==> src/rtl/mem_stage_lsu_if.sv <==
// Data-memory request/acknowledge bus between the MEM-stage LSU (master) and data memory (slave).
interface mem_stage_lsu_if #(
    parameter int ADDR_W = 32
);
    logic              req;
    logic              we;
    logic [ADDR_W-1:0] addr;
    logic [3:0]        be;
    logic [31:0]       wdata;
    logic              ack;
    logic [31:0]       rdata;

    modport master (
        output req,
        output we,
        output addr,
        output be,
        output wdata,
        input  ack,
        input  rdata
    );

    modport slave (
        input  req,
        input  we,
        input  addr,
        input  be,
        input  wdata,
        output ack,
        output rdata
    );
endinterface

==> src/rtl/mem_stage_lsu.sv <==
// MEM pipeline stage: EX/MEM -> MEM/WB with a variable-latency data-memory handshake,
// sub-word loads/stores, misalignment detection and a bus wait-timeout.
module mem_stage_lsu #(
    parameter int ADDR_W   = 32,
    parameter int DEST_W   = 5,
    parameter int OP_W     = 6,
    parameter int MAX_WAIT = 16
) (
    input  logic              clock,
    input  logic              reset,
    input  logic              EX_MEM_valid,
    input  logic [31:0]       EX_MEM_result,
    input  logic [31:0]       EX_MEM_B,
    input  logic [DEST_W-1:0] EX_MEM_dest,
    input  logic [OP_W-1:0]   EX_MEM_op,
    input  logic [1:0]        EX_MEM_instruc_type,
    mem_stage_lsu_if.master   dm,
    output logic              mem_stall,
    output logic [31:0]       MEM_WB_result,
    output logic [31:0]       MEM_WB_data,
    output logic [DEST_W-1:0] MEM_WB_dest,
    output logic [OP_W-1:0]   MEM_WB_op,
    output logic [1:0]        MEM_WB_instruc_type,
    output logic              MEM_WB_valid,
    output logic [1:0]        MEM_WB_exc
);
    localparam int CNT_W = (MAX_WAIT > 2) ? $clog2(MAX_WAIT) : 1;
    localparam logic [CNT_W-1:0] CNT_LAST = CNT_W'(MAX_WAIT - 1);

    localparam logic [OP_W-1:0] OP_LB  = OP_W'(6'h20);
    localparam logic [OP_W-1:0] OP_LH  = OP_W'(6'h21);
    localparam logic [OP_W-1:0] OP_LW  = OP_W'(6'h23);
    localparam logic [OP_W-1:0] OP_LBU = OP_W'(6'h24);
    localparam logic [OP_W-1:0] OP_LHU = OP_W'(6'h25);
    localparam logic [OP_W-1:0] OP_SB  = OP_W'(6'h28);
    localparam logic [OP_W-1:0] OP_SH  = OP_W'(6'h29);
    localparam logic [OP_W-1:0] OP_SW  = OP_W'(6'h2B);

    localparam logic [1:0] SZ_B = 2'd0;
    localparam logic [1:0] SZ_H = 2'd1;
    localparam logic [1:0] SZ_W = 2'd2;

    typedef enum logic [0:0] {
        ST_IDLE = 1'b0,
        ST_BUSY = 1'b1
    } state_t;

    function automatic logic [3:0] lane_be(input logic [1:0] size, input logic [1:0] off);
        logic [3:0] be;
        case (size)
            SZ_B:    be = 4'b0001 << off;
            SZ_H:    be = off[1] ? 4'b1100 : 4'b0011;
            SZ_W:    be = 4'b1111;
            default: be = 4'b0000;
        endcase
        return be;
    endfunction

    function automatic logic [31:0] lane_wdata(input logic [1:0] size, input logic [31:0] b);
        logic [31:0] w;
        case (size)
            SZ_B:    w = {4{b[7:0]}};
            SZ_H:    w = {2{b[15:0]}};
            default: w = b;
        endcase
        return w;
    endfunction

    function automatic logic [31:0] load_extend(input logic [1:0] size, input logic sgn,
                                                input logic [1:0] off, input logic [31:0] rdata);
        logic [7:0]  byte_v;
        logic [15:0] half_v;
        logic [31:0] r;
        byte_v = rdata[{off, 3'b000} +: 8];
        half_v = off[1] ? rdata[31:16] : rdata[15:0];
        case (size)
            SZ_B:    r = sgn ? {{24{byte_v[7]}}, byte_v} : {24'd0, byte_v};
            SZ_H:    r = sgn ? {{16{half_v[15]}}, half_v} : {16'd0, half_v};
            SZ_W:    r = rdata;
            default: r = 32'd0;
        endcase
        return r;
    endfunction

    state_t            state_r;
    logic [CNT_W-1:0]  wait_cnt_r;
    logic              req_r;
    logic              we_r;
    logic [ADDR_W-1:0] addr_r;
    logic [3:0]        be_r;
    logic [31:0]       wdata_r;
    logic              load_r;
    logic              sgn_r;
    logic [1:0]        size_r;
    logic [1:0]        off_r;

    logic              is_load_s;
    logic              is_store_s;
    logic              sgn_s;
    logic [1:0]        size_s;
    logic [1:0]        off_s;
    logic              is_mem_s;
    logic              misalign_s;
    logic              aligned_mem_s;
    logic              busy_s;
    logic              start_s;
    logic              done_s;
    logic              timeout_s;
    logic [1:0]        exc_s;

    // Opcode decode into access class, size and signedness
    always_comb begin
        is_load_s  = 1'b0;
        is_store_s = 1'b0;
        sgn_s      = 1'b0;
        size_s     = SZ_W;
        case (EX_MEM_op)
            OP_LB:   begin is_load_s  = 1'b1; size_s = SZ_B; sgn_s = 1'b1; end
            OP_LH:   begin is_load_s  = 1'b1; size_s = SZ_H; sgn_s = 1'b1; end
            OP_LW:   begin is_load_s  = 1'b1; size_s = SZ_W; end
            OP_LBU:  begin is_load_s  = 1'b1; size_s = SZ_B; end
            OP_LHU:  begin is_load_s  = 1'b1; size_s = SZ_H; end
            OP_SB:   begin is_store_s = 1'b1; size_s = SZ_B; end
            OP_SH:   begin is_store_s = 1'b1; size_s = SZ_H; end
            OP_SW:   begin is_store_s = 1'b1; size_s = SZ_W; end
            default: begin is_load_s  = 1'b0; is_store_s = 1'b0; end
        endcase
    end

    assign off_s         = EX_MEM_result[1:0];
    assign is_mem_s      = is_load_s | is_store_s;
    assign misalign_s    = is_mem_s & (((size_s == SZ_H) & off_s[0]) |
                                       ((size_s == SZ_W) & (off_s != 2'b00)));
    assign aligned_mem_s = is_mem_s & ~misalign_s;
    assign busy_s        = (state_r == ST_BUSY);
    assign start_s       = ~busy_s & EX_MEM_valid & aligned_mem_s;
    assign done_s        = busy_s & dm.ack;
    // An ack in the last wait cycle still completes normally.
    assign timeout_s     = busy_s & ~dm.ack & (wait_cnt_r == CNT_LAST);
    assign exc_s         = {timeout_s, EX_MEM_valid & misalign_s};
    assign mem_stall     = ~reset & EX_MEM_valid & aligned_mem_s & ~(done_s | timeout_s);

    assign dm.req   = req_r;
    assign dm.we    = we_r;
    assign dm.addr  = addr_r;
    assign dm.be    = be_r;
    assign dm.wdata = wdata_r;

    // Request FSM with captured, registered bus outputs (all zero while idle)
    always_ff @(posedge clock or posedge reset) begin
        if (reset) begin
            state_r    <= ST_IDLE;
            wait_cnt_r <= '0;
            req_r      <= 1'b0;
            we_r       <= 1'b0;
            addr_r     <= '0;
            be_r       <= 4'b0000;
            wdata_r    <= 32'd0;
            load_r     <= 1'b0;
            sgn_r      <= 1'b0;
            size_r     <= 2'b00;
            off_r      <= 2'b00;
        end else begin
            case (state_r)
                ST_IDLE: begin
                    wait_cnt_r <= '0;
                    if (start_s) begin
                        state_r <= ST_BUSY;
                        req_r   <= 1'b1;
                        we_r    <= is_store_s;
                        addr_r  <= {EX_MEM_result[ADDR_W-1:2], 2'b00};
                        be_r    <= lane_be(size_s, off_s);
                        wdata_r <= is_store_s ? lane_wdata(size_s, EX_MEM_B) : 32'd0;
                        load_r  <= is_load_s;
                        sgn_r   <= sgn_s;
                        size_r  <= size_s;
                        off_r   <= off_s;
                    end else begin
                        state_r <= ST_IDLE;
                    end
                end
                ST_BUSY: begin
                    if (done_s || timeout_s) begin
                        state_r    <= ST_IDLE;
                        wait_cnt_r <= '0;
                        req_r      <= 1'b0;
                        we_r       <= 1'b0;
                        addr_r     <= '0;
                        be_r       <= 4'b0000;
                        wdata_r    <= 32'd0;
                    end else begin
                        wait_cnt_r <= wait_cnt_r + CNT_W'(1);
                    end
                end
                default: begin
                    state_r    <= ST_IDLE;
                    wait_cnt_r <= '0;
                    req_r      <= 1'b0;
                    we_r       <= 1'b0;
                    addr_r     <= '0;
                    be_r       <= 4'b0000;
                    wdata_r    <= 32'd0;
                end
            endcase
        end
    end

    // MEM/WB register: bubble while stalled, otherwise advance the instruction
    always_ff @(posedge clock or posedge reset) begin
        if (reset) begin
            MEM_WB_result       <= 32'd0;
            MEM_WB_data         <= 32'd0;
            MEM_WB_dest         <= '0;
            MEM_WB_op           <= '0;
            MEM_WB_instruc_type <= 2'b00;
            MEM_WB_valid        <= 1'b0;
            MEM_WB_exc          <= 2'b00;
        end else if (mem_stall) begin
            MEM_WB_valid <= 1'b0;
            MEM_WB_exc   <= 2'b00;
        end else begin
            MEM_WB_result       <= EX_MEM_result;
            MEM_WB_data         <= (done_s && load_r) ? load_extend(size_r, sgn_r, off_r, dm.rdata)
                                                      : 32'd0;
            MEM_WB_dest         <= EX_MEM_dest;
            MEM_WB_op           <= EX_MEM_op;
            MEM_WB_instruc_type <= EX_MEM_instruc_type;
            MEM_WB_valid        <= EX_MEM_valid & EX_MEM_instruc_type[1] & ~(|exc_s);
            MEM_WB_exc          <= exc_s;
        end
    end
endmodule

==> src/flat_wrapper.sv <==
// flat-port wrapper written by rule: the top's interface ports become plain ports
module mem_stage_lsu_flat 
#(
    parameter int ADDR_W   = 32,
    parameter int DEST_W   = 5,
    parameter int OP_W     = 6,
    parameter int MAX_WAIT = 16
)
  (clock, reset, EX_MEM_valid, EX_MEM_result, EX_MEM_B, EX_MEM_dest, EX_MEM_op, EX_MEM_instruc_type, mem_stall, MEM_WB_result, MEM_WB_data, MEM_WB_dest, MEM_WB_op, MEM_WB_instruc_type, MEM_WB_valid, MEM_WB_exc, dm_req, dm_we, dm_addr, dm_be, dm_wdata, dm_ack, dm_rdata);
  mem_stage_lsu_if #(.ADDR_W(ADDR_W)) dm_i ();
  input  logic clock;
  input  logic reset;
  input  logic EX_MEM_valid;
  input  logic [31:0] EX_MEM_result;
  input  logic [31:0] EX_MEM_B;
  input  logic [DEST_W-1:0] EX_MEM_dest;
  input  logic [OP_W-1:0] EX_MEM_op;
  input  logic [1:0] EX_MEM_instruc_type;
  output logic mem_stall;
  output logic [31:0] MEM_WB_result;
  output logic [31:0] MEM_WB_data;
  output logic [DEST_W-1:0] MEM_WB_dest;
  output logic [OP_W-1:0] MEM_WB_op;
  output logic [1:0] MEM_WB_instruc_type;
  output logic MEM_WB_valid;
  output logic [1:0] MEM_WB_exc;
  output wire logic [$bits(dm_i.req)-1:0] dm_req;
  output wire logic [$bits(dm_i.we)-1:0] dm_we;
  output wire logic [$bits(dm_i.addr)-1:0] dm_addr;
  output wire logic [$bits(dm_i.be)-1:0] dm_be;
  output wire logic [$bits(dm_i.wdata)-1:0] dm_wdata;
  input wire logic [$bits(dm_i.ack)-1:0] dm_ack;
  input wire logic [$bits(dm_i.rdata)-1:0] dm_rdata;
  assign dm_req = dm_i.req;
  assign dm_we = dm_i.we;
  assign dm_addr = dm_i.addr;
  assign dm_be = dm_i.be;
  assign dm_wdata = dm_i.wdata;
  assign dm_i.ack = dm_ack;
  assign dm_i.rdata = dm_rdata;
  mem_stage_lsu #(.ADDR_W(ADDR_W), .DEST_W(DEST_W), .OP_W(OP_W), .MAX_WAIT(MAX_WAIT)) u_core (.clock(clock), .reset(reset), .EX_MEM_valid(EX_MEM_valid), .EX_MEM_result(EX_MEM_result), .EX_MEM_B(EX_MEM_B), .EX_MEM_dest(EX_MEM_dest), .EX_MEM_op(EX_MEM_op), .EX_MEM_instruc_type(EX_MEM_instruc_type), .dm(dm_i), .mem_stall(mem_stall), .MEM_WB_result(MEM_WB_result), .MEM_WB_data(MEM_WB_data), .MEM_WB_dest(MEM_WB_dest), .MEM_WB_op(MEM_WB_op), .MEM_WB_instruc_type(MEM_WB_instruc_type), .MEM_WB_valid(MEM_WB_valid), .MEM_WB_exc(MEM_WB_exc));
endmodule
==> config.mk <==
export PLATFORM = sky130hd
export DESIGN_NAME = mem_stage_lsu_flat
export DESIGN_NICKNAME = d
export VERILOG_FILES = /design/src/rtl/mem_stage_lsu_if.sv /design/src/rtl/mem_stage_lsu.sv /design/src/flat_wrapper.sv
export SDC_FILE = /design/constraint.sdc
export NUM_CORES = 1
export LEC_CHECK = 0
export ABC_AREA = 1
export CAP_MARGIN = 20
export CORE_AREA = 2 2 131 133
export CTS_CLUSTER_SIZE = 40
export DETAILED_ROUTE_END_ITERATION = 7
export DIE_AREA = 0 0 133 135
export GPL_ROUTABILITY_DRIVEN = 0
export PLACE_DENSITY = 0.8
export SYNTH_ARGS = -nofsm -noshare
export SYNTH_HDL_FRONTEND = slang
export SYNTH_SLANG_ARGS = --single-unit
==> constraint.sdc <==
create_clock -name clock -period 11.21 [get_ports clock]
set_clock_uncertainty 0.2 [all_clocks]
set_input_delay 2.8025 -clock clock [delete_from_list [all_inputs] [get_ports clock]]
set_output_delay 2.8025 -clock clock [all_outputs]
set_load 0.02 [all_outputs]
==> metrics.md, run 1 <==
| Metric | Value |
|---|---|
| PD cells | `around 150 nW/um2` |
| Synth Flop Type | `dfrtp_1` |
| Crit path launch | `reset` |
| First-pass GRT wire length | `35.3 mm` |
| Max Cap Viol | `0` |
| Final WL | `22.4 mm` |
| Rel. slew slack | `31.5%` |
| Die width | `133 um` |
| DRT Pass-1 Iters | `5` |
| Diodes inserted | `0` |
| Final Core Density | `64.8%` |
| Share of cells above drive strength 1 | `4.68%` |
| Post-CTS Hold Buffers | `0` |
| Critical path's largest stage delay | `around 0.62 ns` |
| Hold Crit Class | `flip-flop to flip-flop` |
| Synth warn | `0` |
| Yosys top cell by area | `dfrtp_1` |
| H-tree depth | `4` |
| Worst Tran Pin Value | `1.03 ns` |
| Critical Path End Type | `output port` |
| Crit path top cell by count | `clkdlybuf4s50_1` |
| Achievable Freq | `0.120 GHz` |
| XOR/XNOR Fraction of Synth Area | `0%` |
| Multiplexer area fraction after synthesis | `0%` |
| Residual DRC count | `0` |
| CTS root buf | `clkbuf_16` |
| Post-detail-place hpwl | `15.5 mm` |
| # clock sinks | `159` |
| Final min period | `roughly 8.3 ns` |
| Fin. max-slew vios | `0` |
| Largest family of logic cells by synthesized area | `simple AND/OR/NAND/NOR gates` |
| Gr usage total | `approximately 25%` |
| Crit path to | `mem_stall` |
| Post-CTS Setup Inserts | `0` |
| Buffers plus inverters on the worst setup path | `4` |
| Core area | `between 15000 and 20000 um2` |
| Tcrit/Tclk final | `around three quarters` |
| Multi-input logic area | `2920 um2` |
| Vias in the first global route | `roughly 7000` |
| Worst R2R Start | `u_core.wait_cnt_r[0]$_DFF_PP0_` |
| Synth Register Bits | `159` |
| Worst EP required | `8.21 ns` |
| CP cell instances | `clkdlybuf4s50_1, inv_6, nand2_1, nor2_1, nand3_4, inv_2, clkdlybuf4s50_1` |
| Setup slack after layout | `2.89 ns` |
| Leakage | `around 5.3 nW` |
| Final hold vios | `0` |
| Crit path max-delay family | `buffers and inverters` |
| Number of port buffers | `261` |
| Critical path's slowest cell | `clkdlybuf4s50_1` |
| # IOs | `264` |
| CTS Buffer Depth | `2` |
| Worst EP arrival | `about 5.3 ns` |
| Async SR Flop Fraction | `100%` |
| Post-Syn Instances | `930` |
| Worst-Skew Late Latency | `0.41 ns` |
| Worst-path clk slew | `0.06 ns` |
| Total CTS buffers | `17` |
| Post-synth EDFFs | `0` |
| Mapped Area | `7350 um2` |
| DR vias/cell | `5.06` |
| Top cell type's share of synthesized area | `54.1%` |
| DR iter-0 viols | `530` |
| Sequential fraction of the synthesis area | `54.1%` |
| Reg2reg setup slack | `8.23 ns` |
| Initial antenna violation count | `0` |
| Vias after detailed routing | `7054` |
| Total gr overflow | `0` |
| RSZ-0062 raised after global routing | `false` |
| # resized after CTS | `0` |
| Synthesized area per cell | `7.90 um2` |
| Synth Area in Simple Gates | `33.8%` |
| Status | `finished, final reports clean` |
| Post-Synth Adder-Cell Area | `less than 1%` |
| FF/Latch Area | `3980 um2` |
| Dpl ws | `approximately 2.9 ns` |
| Crit path launch type | `primary input` |
| Final setup violation count | `0` |
| Area grow syn2layout | `44.5%` |
| Nets | `about 1300` |
| Worst VDD drop | `between 0.0001 and 0.00015 V` |
| DIE AREA | `18000 um2` |
| Crit path max fanout | `55` |
| Number of fill cells in the layout | `around 1400` |
| CP Class | `primary input to output port` |
| Starting Density | `44.8%` |
| Routed len/inst | `between 15 and 20 um` |
| Largest net degree at the start of global routing | `87` |
| Die height | `135 um` |
| Antenna-violating nets left | `0` |
| Synth cell types | `32` |
| R2R Path End | `u_core.MEM_WB_op[2]$_DFFE_PP0N_` |
| Count leader, synth | `nand2_1` |
| R2R depth | `11` |
| Synth area leaders | `dfrtp_1, nand2_1, nand3_1` |
| FP Rows | `47` |
| Setup TNS | `0 ns` |
| Compound-Gate Fraction of Synth Area | `~5.5%` |
| CTS tree | `yes` |
| Worst path depth | `7` |
| Most instantiated cells after synthesis | `nand2_1, dfrtp_1, nand3_1` |
## area by class of cell
type                       count  share of cell area [%]
clock inverter                10                    1.54
inverter                      45                    1.64
sequential                   159                    37.4
multi-input combinational    674                    27.5
clock buffer                  19                    4.26
tap                          220                    2.59
timing repair buffer         267                    25.0
## worst min path at each step
stage / from / endpoint / slack [ns] / depth (start not counted)
after floorplan: u_core.wait_cnt_r[0]$_DFF_PP0_ / u_core.wait_cnt_r[0]$_DFF_PP0_ / 0.23 / 1
after global placement: u_core.wait_cnt_r[0]$_DFF_PP0_ / u_core.wait_cnt_r[0]$_DFF_PP0_ / 0.25 / 1
after detailed placement: u_core.MEM_WB_result[19]$_DFFE_PP0N_ / u_core.MEM_WB_result[19]$_DFFE_PP0N_ / 0.26 / 2
after CTS: u_core.MEM_WB_result[19]$_DFFE_PP0N_ / u_core.MEM_WB_result[19]$_DFFE_PP0N_ / 0.27 / 2
after global routing: u_core.wait_cnt_r[0]$_DFF_PP0_ / u_core.wait_cnt_r[0]$_DFF_PP0_ / 0.29 / 1
final: u_core.wait_cnt_r[0]$_DFF_PP0_ / u_core.wait_cnt_r[0]$_DFF_PP0_ / 0.27 / 1
## through the flow
step / total power [W] / instances / area, um2 / hold slack, ns
global placement: 0.00102 / 1365 / 10000 / 0.250
detailed placement: 0.00103 / 1365 / 10000 / 0.257
finish: 0.00162 / 1394 / 10600 / 0.270
CTS: 0.00164 / 1394 / 10600 / 0.273
global route: 0.00170 / 1394 / 10600 / 0.291
floorplan: 0.000849 / 931 / 7350 / 0.231
## flip-flops by register name, indices dropped and copies added (netlist names), 4 cells and up
| register | cells |
|---|---|
| u_core.dm.be | 4 |
| u_core.dm.addr | 30 |
| u_core.wait_cnt_r | 4 |
| u_core.MEM_WB_dest | 5 |
| u_core.dm.wdata | 32 |
| u_core.MEM_WB_op | 6 |
| u_core.MEM_WB_result | 32 |
| u_core.MEM_WB_data | 32 |
## report_power, final
group	leakage (nW)	internal (W)	total [W]	switching, W
Sequential	2.08	0.000622	0.000658	0.0000356
Clock	0.289	0.000381	0.000604	0.000224
Combinational	2.89	0.000163	0.000362	0.000199
## cell families after synthesis
| group | count (synthesis) |
|---|---|
| DFF | 159 |
| buffers and inverters | 98 |
| and+or+nand+nor | 599 |
| other | 1 |
| AOI/OAI and AO/OA | 72 |
| adders and majority gates | 1 |
## per-layer routing
metal | part of all wire [%] | track usage [%]
met3 | 9.0 | 7.55
met2 | 49 | 41.0
met5 | 0 | 0
met4 | 2.2 | 9.80
met1 | 40 | 30.8
## cell usage in the layout, fill, tap and decap left out, drive strengths merged
cell | Yosys | routed
nand2 | 433 | 433
clkdlybuf4s50 | 0 | 261
dfrtp | 159 | 159
nand3 | 116 | 116
o21ai | 47 | 47
inv | 44 | 45
nor2 | 38 | 38
clkbuf | 20 | 19
nand4 | 10 | 10
a22oi | 8 | 8
a21oi | 6 | 6
buf | 33 | 6
o211ai | 4 | 4
a21boi | 4 | 4
bufinv | 0 | 4
clkinvlp | 0 | 4
conb | 1 | 2
clkinv | 1 | 2
o21bai | 1 | 1
nor3 | 1 | 1
o21a | 1 | 1
o22ai | 1 | 1
and2 | 1 | 1
ha | 1 | 1
Note: power is estimated with default switching activity, not from simulation.
==> inputs of run 2 (changes only) <==
--- a/config.mk
+++ b/config.mk
@@ -7,12 +7,12 @@
 export LEC_CHECK = 0
 export ABC_AREA = 1
 export CAP_MARGIN = 20
-export CORE_AREA = 2 2 131 133
+export CORE_AREA = 2 2 137 139
 export CTS_CLUSTER_SIZE = 40
 export DETAILED_ROUTE_END_ITERATION = 7
-export DIE_AREA = 0 0 133 135
+export DIE_AREA = 0 0 139 141
 export GPL_ROUTABILITY_DRIVEN = 0
-export PLACE_DENSITY = 0.8
+export PLACE_DENSITY = 0.77
 export SYNTH_ARGS = -nofsm -noshare
 export SYNTH_HDL_FRONTEND = slang
 export SYNTH_SLANG_ARGS = --single-unit
==> constraint.sdc (replaced) <==
create_clock -name clock -period 7.25 [get_ports clock]
set_clock_uncertainty 0.2 [all_clocks]
set_input_delay 1.8125 -clock clock [delete_from_list [all_inputs] [get_ports clock]]
set_output_delay 1.8125 -clock clock [all_outputs]
set_load 0.02 [all_outputs]
==> run 2 against run 1 <==
  * Worst setup slack lost 1.5 ns
  * Total power increased by 53%
  * Die area up 9.2%
  * Critical path type unchanged
==> metrics.md, run 2 (synthesized netlist as in run 1, its figures left out) <==
| Metric | Value |
|---|---|
| Worst Tran Pin Value | `0.994 ns (-0.0338 ns)` |
| Total gr overflow | `0 (unchanged)` |
| Final WL | `22.2 mm (-0.79%)` |
| Post-CTS Hold Buffers | `0 (unchanged)` |
| Number of fill cells in the layout | `1635 (+20%)` |
| First-pass GRT wire length | `35.1 mm (-0.51%)` |
| RSZ-0062 raised after global routing | `false` |
| Critical path's largest stage delay | `0.63 ns (about the same)` |
| # clock sinks | `159 (unchanged)` |
| Die width | `139 um (+4.5%)` |
| Status | `finished, final reports clean` |
| H-tree depth | `4 (unchanged)` |
| Die height | `141 um (+4.4%)` |
| Setup slack after layout | `1.40 ns (-1.50 ns)` |
| Buffers plus inverters on the worst setup path | `3 (-1)` |
| Rel. slew slack | `33.7% (+2.3 points)` |
| Nets | `1279 (+0.078%)` |
| Initial antenna violation count | `0 (unchanged)` |
| Sequential group share of total power | `40.8% (+0.3 points)` |
| Worst VDD drop | `0.000159 V (+56%)` |
| Post-detail-place hpwl | `15.5 mm (-0.32%)` |
| Total CTS buffers | `17 (unchanged)` |
| Worst EP required | `5.24 ns (-2.97 ns)` |
| Worst EP arrival | `3.84 ns (-1.47 ns)` |
| Worst-Skew Late Latency | `0.42 ns (about the same)` |
| DIE AREA | `19600 um2 (+9.2%)` |
| Final setup violation count | `0 (unchanged)` |
| Final min period | `5.85 ns` |
| CP Class | `primary input to output port` |
| Crit path launch type | `primary input` |
| Diodes inserted | `0 (unchanged)` |
| Vias in the first global route | `6606 (-5.7%)` |
| Number of port buffers | `261 (unchanged)` |
| Tcrit/Tclk final | `80.7%` |
| Clock share of power | `36.8% (-0.4 points)` |
| CP cell instances | `clkdlybuf4s50_1, nand2_2, nand4_1, nand2_2, nand3_4, inv_2, clkdlybuf4s50_1` |
| Final hold vios | `0 (unchanged)` |
| Crit path max fanout | `19 (-65%)` |
| Routed len/inst | `15.7 um (-2.1%)` |
| Setup TNS | `0 ns (unchanged)` |
| Sw Ratio | `30.4% (+2.2 points)` |
| Switching pwr | `0.000757 W (+65%)` |
| Share of cells above drive strength 1 | `5.01% (+0.32 points)` |
| Leakage | `5.26 nW (about the same)` |
| Residual DRC count | `0 (unchanged)` |
| CTS tree | `yes` |
| Critical path's slowest cell | `clkdlybuf4s50_1` |
| Fin. max-slew vios | `0 (unchanged)` |
| Crit path max-delay family | `buffers and inverters` |
| Core area | `18300 um2 (+11%)` |
| Critical Path End Type | `output port` |
| Achievable Freq | `0.171 GHz` |
| Vias after detailed routing | `7066 (+0.17%)` |
| Max Cap Viol | `0 (unchanged)` |
| Commonest cells after routing, fill and taps aside | `nand2_1, clkdlybuf4s50_1, dfrtp_1, nand3_1, o21ai_0` |
| DR vias/cell | `5.00 (-1.1%)` |
| Post-CTS Setup Inserts | `0 (unchanged)` |
| Dpl ws | `1.38 ns (-1.47 ns)` |
| PD cells | `234 nW/um2 (+53%)` |
| Largest net degree at the start of global routing | `87 (unchanged)` |
| # IOs | `264 (unchanged)` |
| Int Pwr | `0.00173 W (+49%)` |
| Combinational Power Share | `22.4% (about the same)` |
| Antenna-violating nets left | `0 (unchanged)` |
| DRT Pass-1 Iters | `5 (unchanged)` |
| Starting Density | `40.2% (-4.6 points)` |
| Commonest non-fill, non-tap cell in the layout | `nand2_1` |
| Hold Crit Class | `flip-flop to flip-flop` |
| FP Rows | `50 (+6.4%)` |
| Worst-path clk slew | `0.06 ns (about the same)` |
| CTS root buf | `clkbuf_16` |
| # resized after CTS | `0 (unchanged)` |
| Area grow syn2layout | `44.6% (about the same)` |
| Gr usage total | `22.4% (-2.5 points)` |
| DR iter-0 viols | `427 (-19%)` |
| CTS Buffer Depth | `2 (unchanged)` |
[run 2: changes by cell type in the layout (fill, tap and decap cells not counted)]
cell	change
clkinvlp_4	-2
bufinv_16	-2
buf_4	+1
inv_6	+4
clkinv_4	+3
inv_8	+2
clkbuf_8	-2
[run 2: layout make-up]
type / instances / area [um2] / area share (%)
well taps: 234 / 293 / 2.75
inverters: 45 / 173 / 1.62
multi-input cells: 674 / 2920 / 27.5
clock buffers: 17 / 425 / 4.00
clock inverters: 15 / 174 / 1.64
flip-flops and latches: 159 / 3980 / 37.4
repair buffers: 268 / 2670 / 25.1
[run 2: metrics by stage]
step,cells,total power [W],util [%],area (um2),hold WS (ns)
after detailed placement,1380,0.00159,54.9,10000,0.258
after global placement,1380,0.00158,54.9,10000,0.253
after floorplan,931,0.00131,-,7360,0.231
after global routing,1412,0.00260,58.2,10600,0.289
after CTS,1412,0.00251,58.2,10600,0.274
final,1412,0.00249,58.2,10600,0.268
[run 2: final timing paths]
check	from	endpoint	slack, ns	depth (start not counted)
worst max-delay path	EX_MEM_op[3]	mem_stall	1.40	7
worst min-delay path	u_core.MEM_WB_instruc_type[0]$_DFFE_PP0N_	u_core.MEM_WB_instruc_type[0]$_DFFE_PP0N_	0.27	2
worst max register to register	u_core.off_r[1]$_DFFE_PP0P_	u_core.MEM_WB_data[10]$_DFFE_PP0N_	4.41	9
worst min register to register	u_core.MEM_WB_instruc_type[0]$_DFFE_PP0N_	u_core.MEM_WB_instruc_type[0]$_DFFE_PP0N_	0.27	2
max in group asynchronous	reset	u_core.MEM_WB_result[24]$_DFFE_PP0N_	3.99	3
min in group asynchronous	reset	u_core.dm.wdata[19]$_DFFE_PP0P_	1.56	2
[run 2: power by group through the flow]
stage / logic (W) / registers [W] / clock network, W
after floorplan: 0.000207 / 0.00111 / 0
after global routing: 0.000603 / 0.00102 / 0.000971
after CTS: 0.000561 / 0.00101 / 0.000933
final: 0.000559 / 0.00101 / 0.000916
after global placement: 0.000553 / 0.00103 / 0
after detailed placement: 0.000559 / 0.00103 / 0
[run 2: per-layer routing]
metal  track usage [%]  vias to the layer above  wire length, um
li1                  -                     3424                -
met1              28.9                     3318             9290
met2              36.2                      286            10500
met3              6.28                       38             1920
met4              8.29                        0              546
met5                 0                        -                0
[run 2: tightest hold or removal path, stage by stage (launching register included)]
cell and delay, ns:
dfrtp_1 0.34, nand2_1 0.06, nand2_1 0.04
==> inputs of run 3 (changes only) <==
==> constraint.sdc (replaced) <==
create_clock -name clock -period 5 [get_ports clock]
set_clock_uncertainty 0.2 [all_clocks]
set_input_delay 1.25 -clock clock [delete_from_list [all_inputs] [get_ports clock]]
set_output_delay 1.25 -clock clock [all_outputs]
set_load 0.02 [all_outputs]
==> run 3 against run 2 <==
  * Sequential power is 46% higher
  * Sequential share of layout area fell by 0.24 points
  * Non-clock buffer count rose by 4
  * First-iteration DRC count is 4.0% higher
  * Critical path type unchanged
  * Hold slack about the same
  * Via count grew 0.17%
  * Total power increased by 47%
  * Clock power increased by 51%
==> metrics.md, run 3 (synthesized netlist as in run 1, its figures left out) <==
| Metric | Value |
|---|---|
| Leakage | `5.29 nW (+0.62%)` |
| Tcrit/Tclk final | `93.3%` |
| Largest net degree at the start of global routing | `160 (+84%)` |
| H-tree depth | `4 (unchanged)` |
| Area grow syn2layout | `45.6%` |
| Crit path max fanout | `13 (-6)` |
| Total gr overflow | `0 (unchanged)` |
| Die width | `139 um (unchanged)` |
| Diodes inserted | `0 (unchanged)` |
| Reg2reg setup slack | `2.18 ns (-2.23 ns)` |
| Core area | `18300 um2 (unchanged)` |
| # IOs | `264 (unchanged)` |
| CTS root buf | `clkbuf_16` |
| Fin cells | `1416 (+0.28%)` |
| Final hold vios | `0 (unchanged)` |
| Max Cap Viol | `0 (unchanged)` |
| Total CTS buffers | `17 (unchanged)` |
| Crit path launch type | `primary input` |
| RSZ-0062 raised after global routing | `false` |
| Worst EP required | `3.55 ns (-1.69 ns)` |
| Post-CTS Hold Buffers | `0 (unchanged)` |
| First-pass GRT wire length | `36.2 mm (+3.0%)` |
| Fin. max-slew vios | `0 (unchanged)` |
| Critical Path End Type | `output port` |
| DR iter-0 viols | `444 (+4.0%)` |
| Commonest cells after routing, fill and taps aside | `nand2_1, clkdlybuf4s50_1, dfrtp_1, nand3_1, o21ai_0` |
| Status | `finished, final reports clean` |
| PD cells | `343 nW/um2 (+46%)` |
| Critical path's largest stage delay | `0.63 ns (about the same)` |
| Residual DRC count | `0 (unchanged)` |
| Starting Density | `40.2% (unchanged)` |
| Worst-Skew Late Latency | `0.42 ns (about the same)` |
| Hold Crit Class | `flip-flop to flip-flop` |
| Worst R2R Start | `u_core.off_r[1]$_DFFE_PP0P_` |
| Worst EP arrival | `3.22 ns (-0.62 ns)` |
| Antenna-violating nets left | `0 (unchanged)` |
| Post-detail-place hpwl | `15.5 mm (+0.35%)` |
| DRT Pass-1 Iters | `5 (unchanged)` |
| Commonest non-fill, non-tap cell in the layout | `nand2_1` |
| Final hold slack | `0.268 ns (-0.0000820 ns)` |
| Crit path launch | `EX_MEM_op[5]` |
| DR vias/cell | `5.00 (-0.11%)` |
| Final setup violation count | `0 (unchanged)` |
| CTS Buffer Depth | `2 (unchanged)` |
| FP Rows | `50 (unchanged)` |
| Die height | `141 um (unchanged)` |
| Nets | `1283 (+0.31%)` |
| Pwr Total | `0.00367 W (+47%)` |
| # clock sinks | `159 (unchanged)` |
| CP cell instances | `clkdlybuf4s50_1, inv_2, nor2_4, nand3_1, nand3_2, nand3_4, inv_4, clkdlybuf4s50_1` |
| Worst VDD drop | `0.000257 V (+61%)` |
| CP Class | `primary input to output port` |
| Share of cells above drive strength 1 | `5.41% (+0.41 points)` |
| Final min period | `between 4 and 5 ns` |
| Dpl ws | `0.344 ns (-1.04 ns)` |
| DIE AREA | `19600 um2 (unchanged)` |
| Vias in the first global route | `6841 (+3.6%)` |
| Gr usage total | `23.1% (+0.73 points)` |
| Crit path top cell by count | `clkdlybuf4s50_1` |
| HP Start | `u_core.wait_cnt_r[0]$_DFF_PP0_` |
| Achievable Freq | `0.214 GHz` |
| Vias after detailed routing | `7078 (+0.17%)` |
| Routed len/inst | `16.1 um (+2.1%)` |
| Rel. slew slack | `40.2% (+6.5 points)` |
| Initial antenna violation count | `0 (unchanged)` |
| Number of port buffers | `261 (unchanged)` |
| # resized after CTS | `0 (unchanged)` |
| Worst-path clk slew | `0.06 ns (about the same)` |
| Setup slack after layout | `0.333 ns (-1.06 ns)` |
| Critical path's slowest cell | `clkdlybuf4s50_1` |
| Post-CTS Setup Inserts | `0 (unchanged)` |
| Worst Tran Pin Value | `0.894 ns (-0.0995 ns)` |
| Cell count after placement | `1384 (+0.29%)` |
| CTS tree | `yes` |
| Final WL | `22.8 mm (+2.4%)` |
==> run 3: changes by cell type in the layout (fill, tap and decap cells not counted), sizes merged <==
cell    previous run  this run
buf                7        11
bufinv             2         3
clkinv             5         2
inv               51        53
==> run 3: layout make-up <==
type,instances,area [um2]
fillers,1637,7570
flip-flops and latches,159,3980
multi-input cells,674,2930
repair buffers,272,2710
clock buffers,17,425
well taps,234,293
clock inverters,15,195
inverters,45,175
==> run 3: worst paths after layout <==
| check | to | cells after the start |
|---|---|---|
| hold reg to reg | u_core.wait_cnt_r[0]$_DFF_PP0_ | 1 |
| max in group asynchronous | u_core.dm.wdata[11]$_DFFE_PP0P_ | 3 |
| min in group asynchronous | u_core.MEM_WB_data[31]$_DFFE_PP0N_ | 3 |
| setup / recovery | mem_stall | 8 |
| setup reg to reg | u_core.MEM_WB_data[12]$_DFFE_PP0N_ | 9 |
| hold / removal | u_core.wait_cnt_r[0]$_DFF_PP0_ | 1 |
==> run 3: report_power, final <==
| part | internal [W] | switching [W] | total, W | leakage, nW |
|---|---|---|---|---|
| Sequential | 0.00139 | 0.0000786 | 0.00147 | 2.08 |
| Combinational | 0.000368 | 0.000448 | 0.000816 | 2.91 |
| Clock | 0.000804 | 0.000575 | 0.00138 | 0.304 |
==> run 3: stage by stage <==
step	setup TNS [ns]	area, um2	utilization [%]
floorplan	-0.563	7370	-
global placement	0	10100	55.2
detailed placement	0	10100	55.2
CTS	0	10700	58.6
global route	0	10700	58.6
finish	0	10700	58.6
==> run 3: critical path, delay by kind of cell <==
kind / cells / cell delay (ns)
AND/OR/NAND/NOR: 4 / 0.70
buffers and inverters: 4 / 1.26
==> run 3: metal layers <==
metal / vias up / track usage (%) / wire length [um]
li1: 3434 / - / -
met1: 3311 / 31.4 / 9820
met2: 300 / 36.5 / 10600
met3: 33 / 6.59 / 1920
met4: 0 / 6.65 / 446
met5: - / 0 / 0
